File: config.mk
export PLATFORM = sky130hd
export DESIGN_NAME = rtc_bus_scheduler
export DESIGN_NICKNAME = d
export VERILOG_FILES = /design/src/rtl/rtc_bus_pkg.sv /design/src/rtl/rtc_bus_arb_pick.sv /design/src/rtl/rtc_bus_scheduler.sv
export SDC_FILE = /design/constraint.sdc
export NUM_CORES = 1
export LEC_CHECK = 0
export ABC_AREA = 0
export BUFFER_PORTS_ARGS = -buffer_cell sky130_fd_sc_hd__buf_2
export CORE_MARGIN = 3
export CORE_UTILIZATION = 53
export CTS_BUF_LIST = sky130_fd_sc_hd__clkbuf_8
export CTS_CLUSTER_DIAMETER = 150
export DETAILED_ROUTE_END_ITERATION = 8
export PLACE_DENSITY = 0.81
export SYNTH_ARGS = -nofsm -noshare
export SYNTH_HDL_FRONTEND = slang
export SYNTH_HIERARCHICAL = 1
export SYNTH_SLANG_ARGS = --single-unit
File: constraint.sdc
create_clock -name clk_i -period 1.8 [get_ports clk_i]
set_input_delay 0.09 -clock clk_i [delete_from_list [all_inputs] [get_ports clk_i]]
set_output_delay 0.09 -clock clk_i [all_outputs]
set_load 0.05 [all_outputs]
File: src/rtl/rtc_bus_pkg.sv
// Shared types and constants for the RTC bus scheduler and its arbiter.
package rtc_bus_pkg;

   // One full bus transaction walks these states in order.
   typedef enum logic [2:0] {
      ST_IDLE = 3'd0,
      ST_ADDR = 3'd1,
      ST_GAP1 = 3'd2,
      ST_DATA = 3'd3,
      ST_GAP2 = 3'd4,
      ST_DONE = 3'd5
   } state_e;

   // Requester port indices.
   localparam int PORT_INIT = 0;
   localparam int PORT_WR   = 1;
   localparam int PORT_RD   = 2;

   // {cs, rd, wr} with every active-low strobe released.
   localparam logic [2:0] STROBE_IDLE = 3'b111;

   // Converts a one-hot grant into a port index (port 0 when nothing is set).
   function automatic logic [1:0] port_idx(input logic [2:0] onehot);
      case (onehot)
         3'b010:  return 2'd1;
         3'b100:  return 2'd2;
         default: return 2'd0;
      endcase
   endfunction

endpackage

File: src/rtl/rtc_bus_arb_pick.sv
// Combinational arbiter: port 0 always wins, ports 1 and 2 share round-robin.
// ptr = 0 favours port 1, ptr = 1 favours port 2.
module rtc_bus_arb_pick
   import rtc_bus_pkg::*;
(
   input  logic [2:0] req,
   input  logic       ptr,
   output logic [2:0] gnt,
   output logic       ptr_next
);

   // Pick one requester; the pointer only moves after a port 1 or port 2 win.
   always_comb begin
      gnt      = 3'b000;
      ptr_next = ptr;
      if (req[PORT_INIT]) begin
         gnt[PORT_INIT] = 1'b1;
      end else if (req[PORT_WR] && req[PORT_RD]) begin
         if (ptr) gnt[PORT_RD] = 1'b1;
         else     gnt[PORT_WR] = 1'b1;
         ptr_next = ~ptr;
      end else if (req[PORT_WR]) begin
         gnt[PORT_WR] = 1'b1;
         ptr_next     = 1'b1;
      end else if (req[PORT_RD]) begin
         gnt[PORT_RD] = 1'b1;
         ptr_next     = 1'b0;
      end
   end

endmodule

File: src/rtl/rtc_bus_scheduler.sv
// Shares the multiplexed RTC bus between the init sequencer, register writer
// and register reader, running one address+data transaction per grant.
// Pad outputs are registered from the current state, so they trail the state
// register by one cycle; a request sampled at edge E0 shows ADDR from E0+1.
module rtc_bus_scheduler
   import rtc_bus_pkg::*;
#(
   parameter int unsigned T_PULSE = 7,
   parameter int unsigned T_GAP   = 7
) (
   input  logic        clk_i,
   input  logic        reset,
   input  logic [2:0]  req_i,
   input  logic [2:0]  rnw_i,
   input  logic [23:0] addr_i,
   input  logic [23:0] wdata_i,
   output logic [2:0]  gnt_o,
   output logic [2:0]  done_o,
   output logic [7:0]  rdata_o,
   output logic        busy_o,
   output logic [7:0]  bus_o,
   output logic        bus_oe_o,
   input  logic [7:0]  bus_i,
   output logic        ad_o,
   output logic        cs_o,
   output logic        rd_o,
   output logic        wr_o
);

   localparam logic [3:0] PULSE_LEN = 4'(T_PULSE);
   localparam logic [3:0] GAP_LEN   = 4'(T_GAP);

   state_e      state_q, state_d;
   logic [3:0]  cnt_q, cnt_d;
   logic        phase_end;
   logic        take_grant;

   logic        ptr_q;
   logic [2:0]  gnt_q;
   logic        rnw_q;
   logic [7:0]  addr_q;
   logic [7:0]  wdata_q;

   logic [2:0]  pick_gnt;
   logic        pick_ptr;
   logic [1:0]  pick_idx;

   logic        last_data_q;
   logic [2:0]  strobe_d;
   logic        ad_d;
   logic        oe_d;
   logic [7:0]  bus_d;

   rtc_bus_arb_pick u_arb (
      .req      (req_i),
      .ptr      (ptr_q),
      .gnt      (pick_gnt),
      .ptr_next (pick_ptr)
   );

   assign pick_idx  = port_idx(pick_gnt);
   assign phase_end = (cnt_q == 4'd1);

   // Next-state and phase counter: each phase loads its length and counts down to 1.
   always_comb begin
      // NOTE: every signal driven here gets a default first, so no branch can leave one unassigned and infer a latch.
      state_d    = state_q;
      cnt_d      = cnt_q;
      take_grant = 1'b0;
      case (state_q)
         ST_IDLE: begin
            if (|req_i) begin
               state_d    = ST_ADDR;
               cnt_d      = PULSE_LEN;
               take_grant = 1'b1;
            end
         end
         ST_ADDR: begin
            if (phase_end) begin
               state_d = ST_GAP1;
               cnt_d   = GAP_LEN;
            end else begin
               cnt_d = cnt_q - 4'd1;
            end
         end
         ST_GAP1: begin
            if (phase_end) begin
               state_d = ST_DATA;
               cnt_d   = PULSE_LEN;
            end else begin
               cnt_d = cnt_q - 4'd1;
            end
         end
         ST_DATA: begin
            if (phase_end) begin
               state_d = ST_GAP2;
               cnt_d   = GAP_LEN;
            end else begin
               cnt_d = cnt_q - 4'd1;
            end
         end
         ST_GAP2: begin
            if (phase_end) begin
               state_d = ST_DONE;
               cnt_d   = 4'd0;
            end else begin
               cnt_d = cnt_q - 4'd1;
            end
         end
         ST_DONE: begin
            state_d = ST_IDLE;
         end
         default: begin
            state_d = ST_IDLE;
            cnt_d   = 4'd0;
         end
      endcase
   end

   // State and phase counter registers.
   always_ff @(posedge clk_i or negedge reset) begin
      if (!reset) begin
         state_q <= ST_IDLE;
         cnt_q   <= 4'd0;
      end else begin
         // NOTE: sequential state uses non-blocking assignments so every register samples pre-edge values.
         state_q <= state_d;
         cnt_q   <= cnt_d;
      end
   end

   // Capture the winning port's request and advance the round-robin pointer.
   always_ff @(posedge clk_i or negedge reset) begin
      if (!reset) begin
         // NOTE: captured request fields are reset too, so a transaction aborted by reset leaves nothing behind.
         ptr_q   <= 1'b0;
         gnt_q   <= 3'b000;
         rnw_q   <= 1'b0;
         addr_q  <= 8'h00;
         wdata_q <= 8'h00;
      end else if (take_grant) begin
         ptr_q   <= pick_ptr;
         gnt_q   <= pick_gnt;
         rnw_q   <= rnw_i[pick_idx];
         addr_q  <= addr_i[{pick_idx, 3'b000} +: 8];
         wdata_q <= wdata_i[{pick_idx, 3'b000} +: 8];
      end
   end

   // Pad values for the current phase; ad and bus hold their last value outside ADDR/DATA.
   always_comb begin
      strobe_d = STROBE_IDLE;
      ad_d     = ad_o;
      oe_d     = 1'b0;
      bus_d    = bus_o;
      case (state_q)
         ST_ADDR: begin
            strobe_d = 3'b010;
            ad_d     = 1'b0;
            oe_d     = 1'b1;
            bus_d    = addr_q;
         end
         ST_DATA: begin
            ad_d = 1'b1;
            if (rnw_q) begin
               strobe_d = 3'b001;
            end else begin
               strobe_d = 3'b010;
               oe_d     = 1'b1;
               bus_d    = wdata_q;
            end
         end
         default: ;
      endcase
   end

   // Registered outputs; read data is taken at the end of the last visible DATA cycle.
   always_ff @(posedge clk_i or negedge reset) begin
      if (!reset) begin
         gnt_o       <= 3'b000;
         done_o      <= 3'b000;
         rdata_o     <= 8'h00;
         busy_o      <= 1'b0;
         bus_o       <= 8'h00;
         bus_oe_o    <= 1'b0;
         ad_o        <= 1'b0;
         cs_o        <= 1'b1;
         rd_o        <= 1'b1;
         wr_o        <= 1'b1;
         last_data_q <= 1'b0;
      end else begin
         {cs_o, rd_o, wr_o} <= strobe_d;
         ad_o        <= ad_d;
         bus_oe_o    <= oe_d;
         bus_o       <= bus_d;
         busy_o      <= (state_q != ST_IDLE);
         gnt_o       <= (state_q != ST_IDLE) ? gnt_q : 3'b000;
         done_o      <= (state_q == ST_DONE) ? gnt_q : 3'b000;
         last_data_q <= (state_q == ST_DATA) && phase_end;
         if (last_data_q && rnw_q) rdata_o <= bus_i;
      end
   end

endmodule

==> results of run 1 <==
logic make-up after synthesis:
family	count (synthesis)	share of synthesized area, %
fa+ha+maj	2	0.816
mux	20	6.97
xor+xnor	1	0.286
flops	57	46.6
compound gates	115	27.1
buf+inv	50	8.24
simple gates	55	9.95
worst min path at each step:
stage,startpoint,end,slack [ns],cells past startpoint
floorplan,reset,ad_o,-0.21,0
global placement,reset,done_o[1],0.13,2
detailed placement,reset,done_o[1],0.12,2
CTS,addr_i[23],addr_q[7],0.14,4
global route,wdata_i[23],wdata_q[7],0.18,4
finish,addr_i[23],addr_q[7],0.15,4
timing repair:
item | in CTS | in global routing
endpoints found under the hold margin | 62 | 0
hold buffers | 9 | 0
gates resized for setup | 0 | 2
setup endpoints to repair | 0 | 18
metrics by stage:
stage | instance area [um2] | cells | power, mW
after floorplan | 3070 | 300 | 4.46
after global placement | 3580 | 452 | 5.11
after detailed placement | 3580 | 452 | 5.20
after CTS | 3860 | 477 | 6.29
after global routing | 3860 | 477 | 6.68
final | 3860 | 477 | 6.25
cell type report:
type                    count  area [um2]
repair buffers            114         676
flip-flops and latches     57        1430
clock buffers              12         165
multi-input cells         193        1390
clock inverters             4        21.3
inverters                  25        93.8
well taps                  72        90.1
fillers                   443        1680
power groups by stage:
stage | sequential [mW] | clock (mW) | combinational [mW]
2_1_floorplan | 2.93 | 0 | 1.54
3_3_place_gp | 2.20 | 0 | 2.91
3_5_place_dp | 2.23 | 0 | 2.97
4_1_cts | 2.20 | 1.09 | 3.00
5_1_grt | 2.27 | 1.16 | 3.25
6_report | 2.20 | 1.07 | 2.99
layer usage:
metal,up-vias,global-route usage [%]
met5,-,0
met1,1239,26.9
met4,0,10.5
met2,106,34.2
met3,10,4.50
li1,1306,-
registers in the layout (all words and copies together), names as in the netlist:
name / cells
done_o: 3
ptr_q: 1
bus_oe_o: 1
state_q: 3
addr_q: 8
cnt_q: 4
busy_o: 1
wr_o: 1
wdata_q: 8
gnt_q: 3
ad_o: 1
gnt_o: 3
last_data_q: 1
cs_o: 1
rdata_o: 8
rd_o: 1
rnw_q: 1
bus_o: 8
cells in the mapped netlist (2+ instances only):
| master | number | area [um2] |
|---|---|---|
| buf_6 | 6 | 67.6 |
| clkbuf_1 | 6 | 22.5 |
| inv_1 | 24 | 90.1 |
| nand3b_1 | 2 | 15.0 |
| a21o_1 | 2 | 15.0 |
| ha_1 | 2 | 25.0 |
| o221ai_1 | 7 | 61.3 |
| nor2b_2 | 2 | 17.5 |
| o221ai_2 | 10 | 150 |
| nor3b_1 | 4 | 30.0 |
| a21oi_1 | 22 | 110 |
| o22ai_1 | 17 | 106 |
| o31ai_1 | 2 | 15.0 |
| buf_4 | 2 | 15.0 |
| mux2_1 | 3 | 33.8 |
| o21ai_0 | 2 | 10.0 |
| a22o_1 | 17 | 149 |
| nand2b_1 | 4 | 25.0 |
| o21ai_1 | 27 | 135 |
| dfrtp_1 | 54 | 1350 |
| mux2i_1 | 9 | 90.1 |
| dfstp_2 | 3 | 78.8 |
| buf_2 | 10 | 50.1 |
| nand2_1 | 22 | 82.6 |
| nor2b_1 | 3 | 18.8 |
| nor2_1 | 7 | 26.3 |
| a211oi_1 | 2 | 15.0 |
| mux2_2 | 8 | 90.1 |
worst register-to-register path, cell delays in order, from the launching register on:
cell and delay (ns):
dfrtp_1 0.41, inv_1 0.09, ha_1 0.15, or3b_4 0.43, nand3_2 0.09, o21ai_1 0.06, a311o_1 0.35
==> impl_metrics.py, run 1 <==
metrics = {
    "critical_path": {
        "critical_path.top_delay_family": "simple AND/OR/NAND/NOR gates",
        "crit_end": "cnt_q[2]",
        "rr_startpoint": "cnt_q[1]",
        "path_max_fanout": 7,
        "crit_type": "flop to flop",
        "crit_path_cell_trace": "inv_1, ha_1, or3b_4, nand3_2, o21ai_1, a311o_1",
        "worst-r2r-setup-slack_ns": 0.12,
        "cp.depth": 6,
        "cpPeakStageDelay_ns": 0.43,
        "crit_path_end_kind": "flop",
        "worst_r2r_endpoint": "cnt_q[2]",
        "worstPathArrival_ns": 1.90,
        "crit_path_start_kind": "flop",
        "required_ns": 2.02,
        "reg2reg_depth": 6,
        "critPathLaunch": "cnt_q[1]",
        "crit_buf_inv": 1,
        "slowest_stage": "or3b_4",
    },
    "sta": {
        "worst_pin_slew_ns": 0.577,
        "min_period_ns": 1.68,
        "max_slew_margin_pct": 61.5,
        "finalSetupViolations": 0,
        "rsz0062_at_grt": "false",
        "finalCritPeriodShare_pct": 93.4,
        "skew_ns": 0.00546,
        "slew_viol_final": 0,
        "holdWs_ns": 0.155,
        "hold_violations": 0,
        "fmax_mhz": 595,
        "fin_ws_ns": 0.119,
        "tns_ns": 0,
    },
    "routing": {
        "routedWlPerCell_um": 14.0,
        "vias_per_cell": 5.58,
        "drt_pre_antenna_iters": 4,
        "wl_met3_um": 441,
        "wirelength_um": 6660,
        "routed.top_layer": "met4",
        "antenna_left": 0,
        "drc": 0,
        "wl_met2_um": 3120,
        "met1Wirelength_um": 2950,
        "drt-initial-drc-count": 122,
        "num_vias": 2661,
    },
    "clocking": {
        "clock_latency_ns": 0.33,
        "cts_buffers": 9,
        "cts.htree.levels": 3,
        "cts_tree": "done",
        "cts_sinks": 57,
        "clkSlewWorstSetupHoldPaths_ns": 0.06,
        "cts_buffer_depth": 2,
        "cts_root_buf": "clkbuf_8",
        "post_cts_buffers": 0,
    },
    "power_and_ir_drop": {
        "clkPwrFrac_pct": 17.1,
        "ir_worst_vdd_mv": 0.767,
        "power_frac_comb_pct": 47.7,
        "internal-power_mw": 3.53,
        "p_sw_share_pct": 43.6,
        "p_seq_share_pct": 35.2,
        "power.leakage_nw": 1.88,
        "p_sw_mw": 2.73,
        "pwr_density_cell_mw_per_mm2": 1620,
    },
    "floorplanning": {
        "initial_core_util_pct": 55.4,
        "placementRows": 27,
        "die_h_um": 82.1,
        "ios": 92,
        "core_area_mm2": 0.00554,
        "die_w_um": 82.1,
        "die_area_mm2": 0.00674,
    },
    "run_status": {
        "status": "completed",
    },
    "logic_synthesis": {
        "syn_inst": 300,
        "yosysWarnings": 6,
        "syn_avg_cell_area_um2": 10.2,
        "syn_area_mm2": 0.00307,
        "synthesis.nets": 366,
        "synth_ff_type": "dfrtp_1",
        "synth_seq_area_share_pct": 46.6,
        "ys_async_sr_fraction_pct": 100,
        "ys_types": 49,
        "synth_edf_count": 0,
        "synth-seq-cells": 57,
    },
    "run": {
        "max-cap-violations": 0,
    },
    "placement": {
        "gp_congestion": 0.808,
        "hpwlAfterDp_um": 5060,
        "dp_slack_ns": 0.0235,
        "port_buffers": 91,
    },
    "grt": {
        "grt_pass1_vias": 2375,
        "grt_max_degree": 36,
        "antenna_found_initial": 0,
        "grt_util_all_layers_pct": 21.2,
        "overflow": 0,
        "grt_pass1_wl_um": 10800,
    },
    "cells_and_area": {
        "final_common_cell": "buf_2",
        "layout_common_cells": "91 x buf_2, 54 x dfrtp_1, 27 x o21ai_1, 26 x inv_1",
        "n_antenna_cell": 0,
        "areaGrowthSynthToFinish_pct": 25.9,
        "drive_gt1_share_pct": 37.5,
        "fin_nets": 466,
        "fin_util_pct": 69.7,
    },
    "worst_hold_path": {
        "hp-class": "primary input to flop",
    },
}
(Power assumes the default switching activity.)
==> run 2, diff against run 1 <==
Settings changed: PLACE_DENSITY 0.81 to 0.82, SYNTH_HIERARCHICAL 1 to default.
==> run 2 against run 1 <==
Via count shrank 0.30%. Register-to-register slack gained 0.04 ns. Setup slack gained 0.038 ns. Sequential cell count is the same. Clock power grew 19%. Core utilization grew 2.4 points. Maximum frequency grew 2.3%. Design area shrank 2.9%.
==> impl_metrics.py, run 2 <==
metrics = {
    "logic_synthesis": {
        "synth_xor_area_share_pct": 0.302,
        "muxShareOfSynthArea_pct": 5.87,
        "synth_edf_count": 0,
        "yosys.area_share.simple_pct": 15.7,
        "ys_types": 41,
        "yosysWarnings": 0,
        "syn_avg_cell_area_um2": 9.35,
        "yosys-top-cells-area": "dfrtp_1 47%, o21ai_0 5.4%, nor2_1 5.2%",
        "ys_async_sr_fraction_pct": 100,
        "synthesis.nets": 376,
        "ys_top_cells_by_count": "54 x dfrtp_1, 40 x nor2_1, 36 x nand2_1, 31 x o21ai_0, 21 x a21oi_1",
        "synthAdderAreaFrac_pct": 0.864,
        "synth.most_common_cell": "dfrtp_1",
        "yosys.area.top_type": "dfrtp_1",
        "synth_top_family_by_area": "compound AO/OA/AOI/OAI gates",
        "yosysTopAreaCellShare_pct": 46.6,
        "synth_compound_gate_area_share_pct": 23.8,
        "synth_ff_type": "dfrtp_1",
        "syn_area_mm2": 0.00290,
        "synth-seq-cells": 57,
        "synth_seq_area_share_pct": 49.4,
        "syn_inst": 310,
    },
    "sta": {
        "tns_ns": 0,
        "hold_violations": 0,
        "slew_viol_final": 0,
        "holdWs_ns": 0.0852,
        "finalCritPeriodShare_pct": 91.3,
        "finalSetupViolations": 0,
        "skew_ns": 0.00843,
        "worst_pin_slew_ns": 0.606,
        "max_slew_margin_pct": 59.6,
        "fmax_mhz": 609,
        "min_period_ns": 1.64,
        "rsz0062_at_grt": "false",
    },
    "critical_path": {
        "crit_type": "flop to flop",
        "crit_path_cell_trace": "inv_1, ha_1, or3b_4, a211oi_1, a31oi_1, o22ai_1",
        "worstPathArrival_ns": 1.89,
        "critical_path.top_delay_family": "compound AO/OA/AOI/OAI gates",
        "crit_path_end_kind": "flop",
        "crit_buf_inv": 1,
        "cpPeakStageDelay_ns": 0.42,
        "required_ns": 2.05,
        "path_max_fanout": 4,
        "crit_path_start_kind": "flop",
        "slowest_stage": "dfrtp_1",
    },
    "clocking": {
        "cts_buffer_depth": 2,
        "cts_buffers": 9,
        "clkSlewWorstSetupHoldPaths_ns": 0.07,
        "cts_root_buf": "clkbuf_8",
        "clock_latency_ns": 0.34,
        "cts_sinks": 57,
        "cts.htree.levels": 3,
        "post_cts_buffers": 0,
        "cts_tree": "done",
    },
    "routing": {
        "num_vias": 2653,
        "wirelength_um": 6870,
        "drt-initial-drc-count": 107,
        "antenna_left": 0,
        "drc": 0,
        "drt_pre_antenna_iters": 4,
        "routedWlPerCell_um": 14.1,
        "vias_per_cell": 5.45,
    },
    "placement": {
        "hpwlAfterDp_um": 5060,
        "port_buffers": 91,
        "gp_congestion": 0.817,
    },
    "power_and_ir_drop": {
        "clkPwrFrac_pct": 21.1,
        "power_frac_comb_pct": 42.6,
        "pwr_density_cell_mw_per_mm2": 1600,
        "p_sw_mw": 2.57,
        "internal-power_mw": 3.44,
        "p_seq_share_pct": 36.3,
        "p_sw_share_pct": 42.7,
        "ir_worst_vdd_mv": 1.01,
        "power.leakage_nw": 1.83,
    },
    "cells_and_area": {
        "drive_gt1_share_pct": 31.7,
        "fin_nets": 478,
        "layout_common_cells": "91 x buf_2, 54 x dfrtp_1, 40 x nor2_1, 36 x nand2_1, 31 x o21ai_0",
        "final_common_cell": "buf_2",
        "n_antenna_cell": 0,
        "areaGrowthSynthToFinish_pct": 29.5,
    },
    "worst_hold_path": {
        "hp-class": "primary input to flop",
    },
    "grt": {
        "grt_pass1_wl_um": 11100,
        "antenna_found_initial": 0,
        "grt_pass1_vias": 2395,
        "overflow": 0,
        "grt_util_all_layers_pct": 22.4,
        "grt_max_degree": 35,
    },
    "floorplanning": {
        "die_h_um": 79.9,
        "die_w_um": 79.9,
        "die_area_mm2": 0.00639,
        "core_area_mm2": 0.00520,
        "ios": 92,
        "placementRows": 26,
        "initial_core_util_pct": 55.7,
    },
    "run": {
        "max-cap-violations": 0,
    },
    "run_status": {
        "status": "completed",
    },
}
-- run 2: routing by layer --
metal	vias up	global-route usage (%)	part of all wire, %
met3	8	6.32	6.4
met4	0	6.08	1.0
met2	96	32.3	43
met1	1227	32.9	49
met5	-	0	0
li1	1322	-	-
-- run 2: timing repair --
item                                    in CTS  in global routing
endpoints found under the setup margin       0                  1
hold buffers                                 9                  0
hold endpoints to repair                    31                  0
resized for setup                            0                  2
-- run 2: metrics by stage --
| stage | instances | util, % | power (mW) | setup WS [ns] | cell area (um2) |
|---|---|---|---|---|---|
| 3_5_place_dp | 462 | 66.2 | 4.72 | 0.0896 | 3440 |
| 2_1_floorplan | 310 | - | 4.05 | 0.233 | 2900 |
| 3_3_place_gp | 462 | 66.2 | 4.62 | 0.186 | 3440 |
| 6_report | 487 | 72.1 | 6.01 | 0.157 | 3750 |
| 5_1_grt | 487 | 72.1 | 6.40 | 0.0233 | 3750 |
| 4_1_cts | 487 | 71.9 | 6.02 | 0.0679 | 3740 |
-- run 2: cell families after synthesis --
group	after synthesis
buffers and inverters	28
AOI/OAI and AO/OA	104
DFF	57
and+or+nand+nor	102
muxes	16
adders and majority gates	2
xor gates and xnor gates	1
-- run 2: power groups by stage --
| stage | Clock [mW] | Sequential [mW] | Combinational [mW] |
|---|---|---|---|
| floorplan | 0 | 2.81 | 1.24 |
| global placement | 0 | 2.15 | 2.47 |
| detailed placement | 0 | 2.18 | 2.54 |
| CTS | 1.29 | 2.16 | 2.56 |
| global route | 1.35 | 2.24 | 2.82 |
| finish | 1.27 | 2.18 | 2.56 |
-- run 2: final cells by class --
cell class / instances / area [um2]
tap: 70 / 87.6
fill: 412 / 1450
inverter: 9 / 33.8
clock inverter: 7 / 86.3
sequential: 57 / 1430
clock buffer: 9 / 124
timing repair buffer: 110 / 633
multi-input combinational: 225 / 1360
-- run 2: worst paths after layout --
check                          from          to  slack, ns  cells past startpoint
min reg2reg                bus_o[5]    bus_o[5]       0.47                      2
min in group asynchronous     reset    bus_o[5]       0.30                      2
max in group asynchronous     reset   done_o[1]       0.93                      3
max reg2reg                cnt_q[1]  state_q[0]       0.16                      6
max                        cnt_q[1]  state_q[0]       0.16                      6
min                        req_i[0]    gnt_q[2]       0.09                      2
==> run 3, diff against run 2 <==
Settings changed: CORE_MARGIN 3 to 8, PLACE_DENSITY 0.82 to 0.9.
==> run 3 against run 2 <==
Register-to-register slack got worse by 0.04 ns. Die area increased by 27%. Power decreased by 1.7%. Clock skew increased by 0.0028 ns. Via count increased by 2.4%. Worst hold slack got worse by 0.072 ns. Critical endpoint unchanged.
==> impl_metrics.py, run 3 (same netlist as run 2, synthesis figures left out) <==
metrics = {
    "run_status": {
        "status": "completed",
    },
    "grt": {
        "grt_max_degree": 37,
        "grt_util_all_layers_pct": 18.5,
        "antenna_found_initial": 0,
        "grt_pass1_wl_um": 12600,
        "overflow": 0,
        "grt_pass1_vias": 2734,
    },
    "critical_path": {
        "worstPathArrival_ns": 1.93,
        "path_max_fanout": 4,
        "crit_path_start_kind": "flop",
        "crit_type": "flop to flop",
        "crit_path_end_kind": "flop",
        "required_ns": 2.05,
    },
    "sta": {
        "holdWs_ns": 0.0133,
        "min_period_ns": 1.68,
        "tns_ns": 0,
        "finalSetupViolations": 0,
        "fin_ws_ns": 0.116,
        "slew_viol_final": 0,
        "finalCritPeriodShare_pct": 93.6,
        "fmax_mhz": 594,
        "max_slew_margin_pct": 64.4,
        "worst_pin_slew_ns": 0.533,
        "hold_violations": 0,
        "skew_ns": 0.0112,
        "rsz0062_at_grt": "false",
    },
    "power_and_ir_drop": {
        "power.leakage_nw": 1.83,
        "clkPwrFrac_pct": 19.8,
        "p_seq_share_pct": 36.9,
        "p_sw_mw": 2.54,
        "power.total_mw": 5.91,
        "p_sw_share_pct": 42.9,
        "pwr_density_cell_mw_per_mm2": 1590,
        "ir_worst_vdd_mv": 0.777,
        "internal-power_mw": 3.37,
        "power_frac_comb_pct": 43.4,
    },
    "clocking": {
        "cts_sinks": 57,
        "cts_buffer_depth": 2,
        "cts_tree": "done",
        "postCtsResizedCells": 0,
        "cts.htree.levels": 3,
        "clkSlewWorstSetupHoldPaths_ns": 0.06,
        "clock_latency_ns": 0.34,
        "cts_root_buf": "clkbuf_8",
        "cts_buffers": 9,
    },
    "floorplanning": {
        "core_area_mm2": 0.00541,
        "die_w_um": 89.9,
        "ios": 92,
        "initial_core_util_pct": 53.6,
        "placementRows": 27,
        "die_h_um": 89.9,
        "die_area_mm2": 0.00809,
    },
    "placement": {
        "dp_slack_ns": 0.114,
        "port_buffers": 91,
        "hpwlAfterDp_um": 5520,
        "gp_congestion": 0.856,
    },
    "routing": {
        "drt_pre_antenna_iters": 4,
        "vias_per_cell": 5.57,
        "drc": 0,
        "num_vias": 2716,
        "antenna_left": 0,
        "wirelength_um": 7490,
        "drt-initial-drc-count": 187,
        "routedWlPerCell_um": 15.3,
    },
    "cells_and_area": {
        "fin_nets": 477,
        "regArea_mm2": 0.00143,
        "drive_gt1_share_pct": 31.7,
        "layout_common_cells": "91 x buf_2, 54 x dfrtp_1, 40 x nor2_1, 36 x nand2_1, 31 x o21ai_0",
        "areaGrowthSynthToFinish_pct": 28.5,
        "n_antenna_cell": 0,
        "final_common_cell": "buf_2",
        "nFillCells": 406,
        "multi_input_area_mm2": 0.00135,
    },
    "worst_hold_path": {
        "hp-class": "primary input to flop",
    },
    "run": {
        "max-cap-violations": 0,
    },
}
[run 3: changes by cell type in the layout (fill, tap and decap cells not counted)]
cell           change
bufinv_16          -1
or3b_4             -1
or3b_2             +1
buf_4              +1
dlygate4sd3_1      -2
nor3_4             -1
clkinv_2           -1
nor3_2             +1
clkinvlp_4         -1
inv_1              +1
clkbuf_8           +2
[run 3: worst paths after layout]
| check | from | to | slack (ns) | cells past startpoint |
|---|---|---|---|---|
| max in group asynchronous | reset | wr_o | 0.90 | 3 |
| hold / removal | bus_i[1] | rdata_o[1] | 0.01 | 2 |
| setup / recovery | cnt_q[1] | state_q[0] | 0.12 | 6 |
| min in group asynchronous | reset | wdata_q[1] | 0.28 | 2 |
| setup reg to reg | cnt_q[1] | state_q[0] | 0.12 | 6 |
| hold reg to reg | bus_o[3] | bus_o[3] | 0.47 | 2 |
[run 3: power groups by stage]
stage               logic (mW)  registers [mW]  clock network [mW]
finish                    2.56            2.18                1.17
global route              2.80            2.24                1.24
CTS                       2.58            2.17                1.18
detailed placement        2.56            2.19                   0
global placement          2.48            2.16                   0
floorplan                 1.24            2.81                   0
[run 3: what timing repair did]
action / in CTS / in global routing
setup endpoints to repair: 0 / 0
hold buffers: 7 / 0
buffers inserted: 0 / 0
endpoints found under the hold margin: 27 / 0
[run 3: layout make-up]
type	count	share of cell area, %
Clock inverter	5	1.28
Tap cell	72	2.42
Multi-Input combinational cell	225	36.2
Timing Repair Buffer	109	16.7
Clock buffer	11	4.07
Sequential cell	57	38.4
Inverter	9	0.908
[run 3: routing by layer]
layer | global-route usage (%) | wire length [um]
met5 | 0 | 0
met4 | 9.71 | 157
met3 | 5.07 | 495
met2 | 28.1 | 3460
met1 | 23.6 | 3370
[run 3: critical path: stages (launching register included)]
cell and delay, ns:
dfrtp_1 0.41, inv_1 0.09, ha_1 0.17, or3b_2 0.50, a211oi_1 0.25, a31oi_1 0.06
o22ai_1 0.13
[run 3: stage by stage]
stage | area, um2 | std cells | utilization (%)
floorplan | 2900 | 310 | -
global placement | 3450 | 465 | 63.9
detailed placement | 3450 | 465 | 63.9
CTS | 3720 | 488 | 68.9
global route | 3720 | 488 | 68.9
finish | 3720 | 488 | 68.9
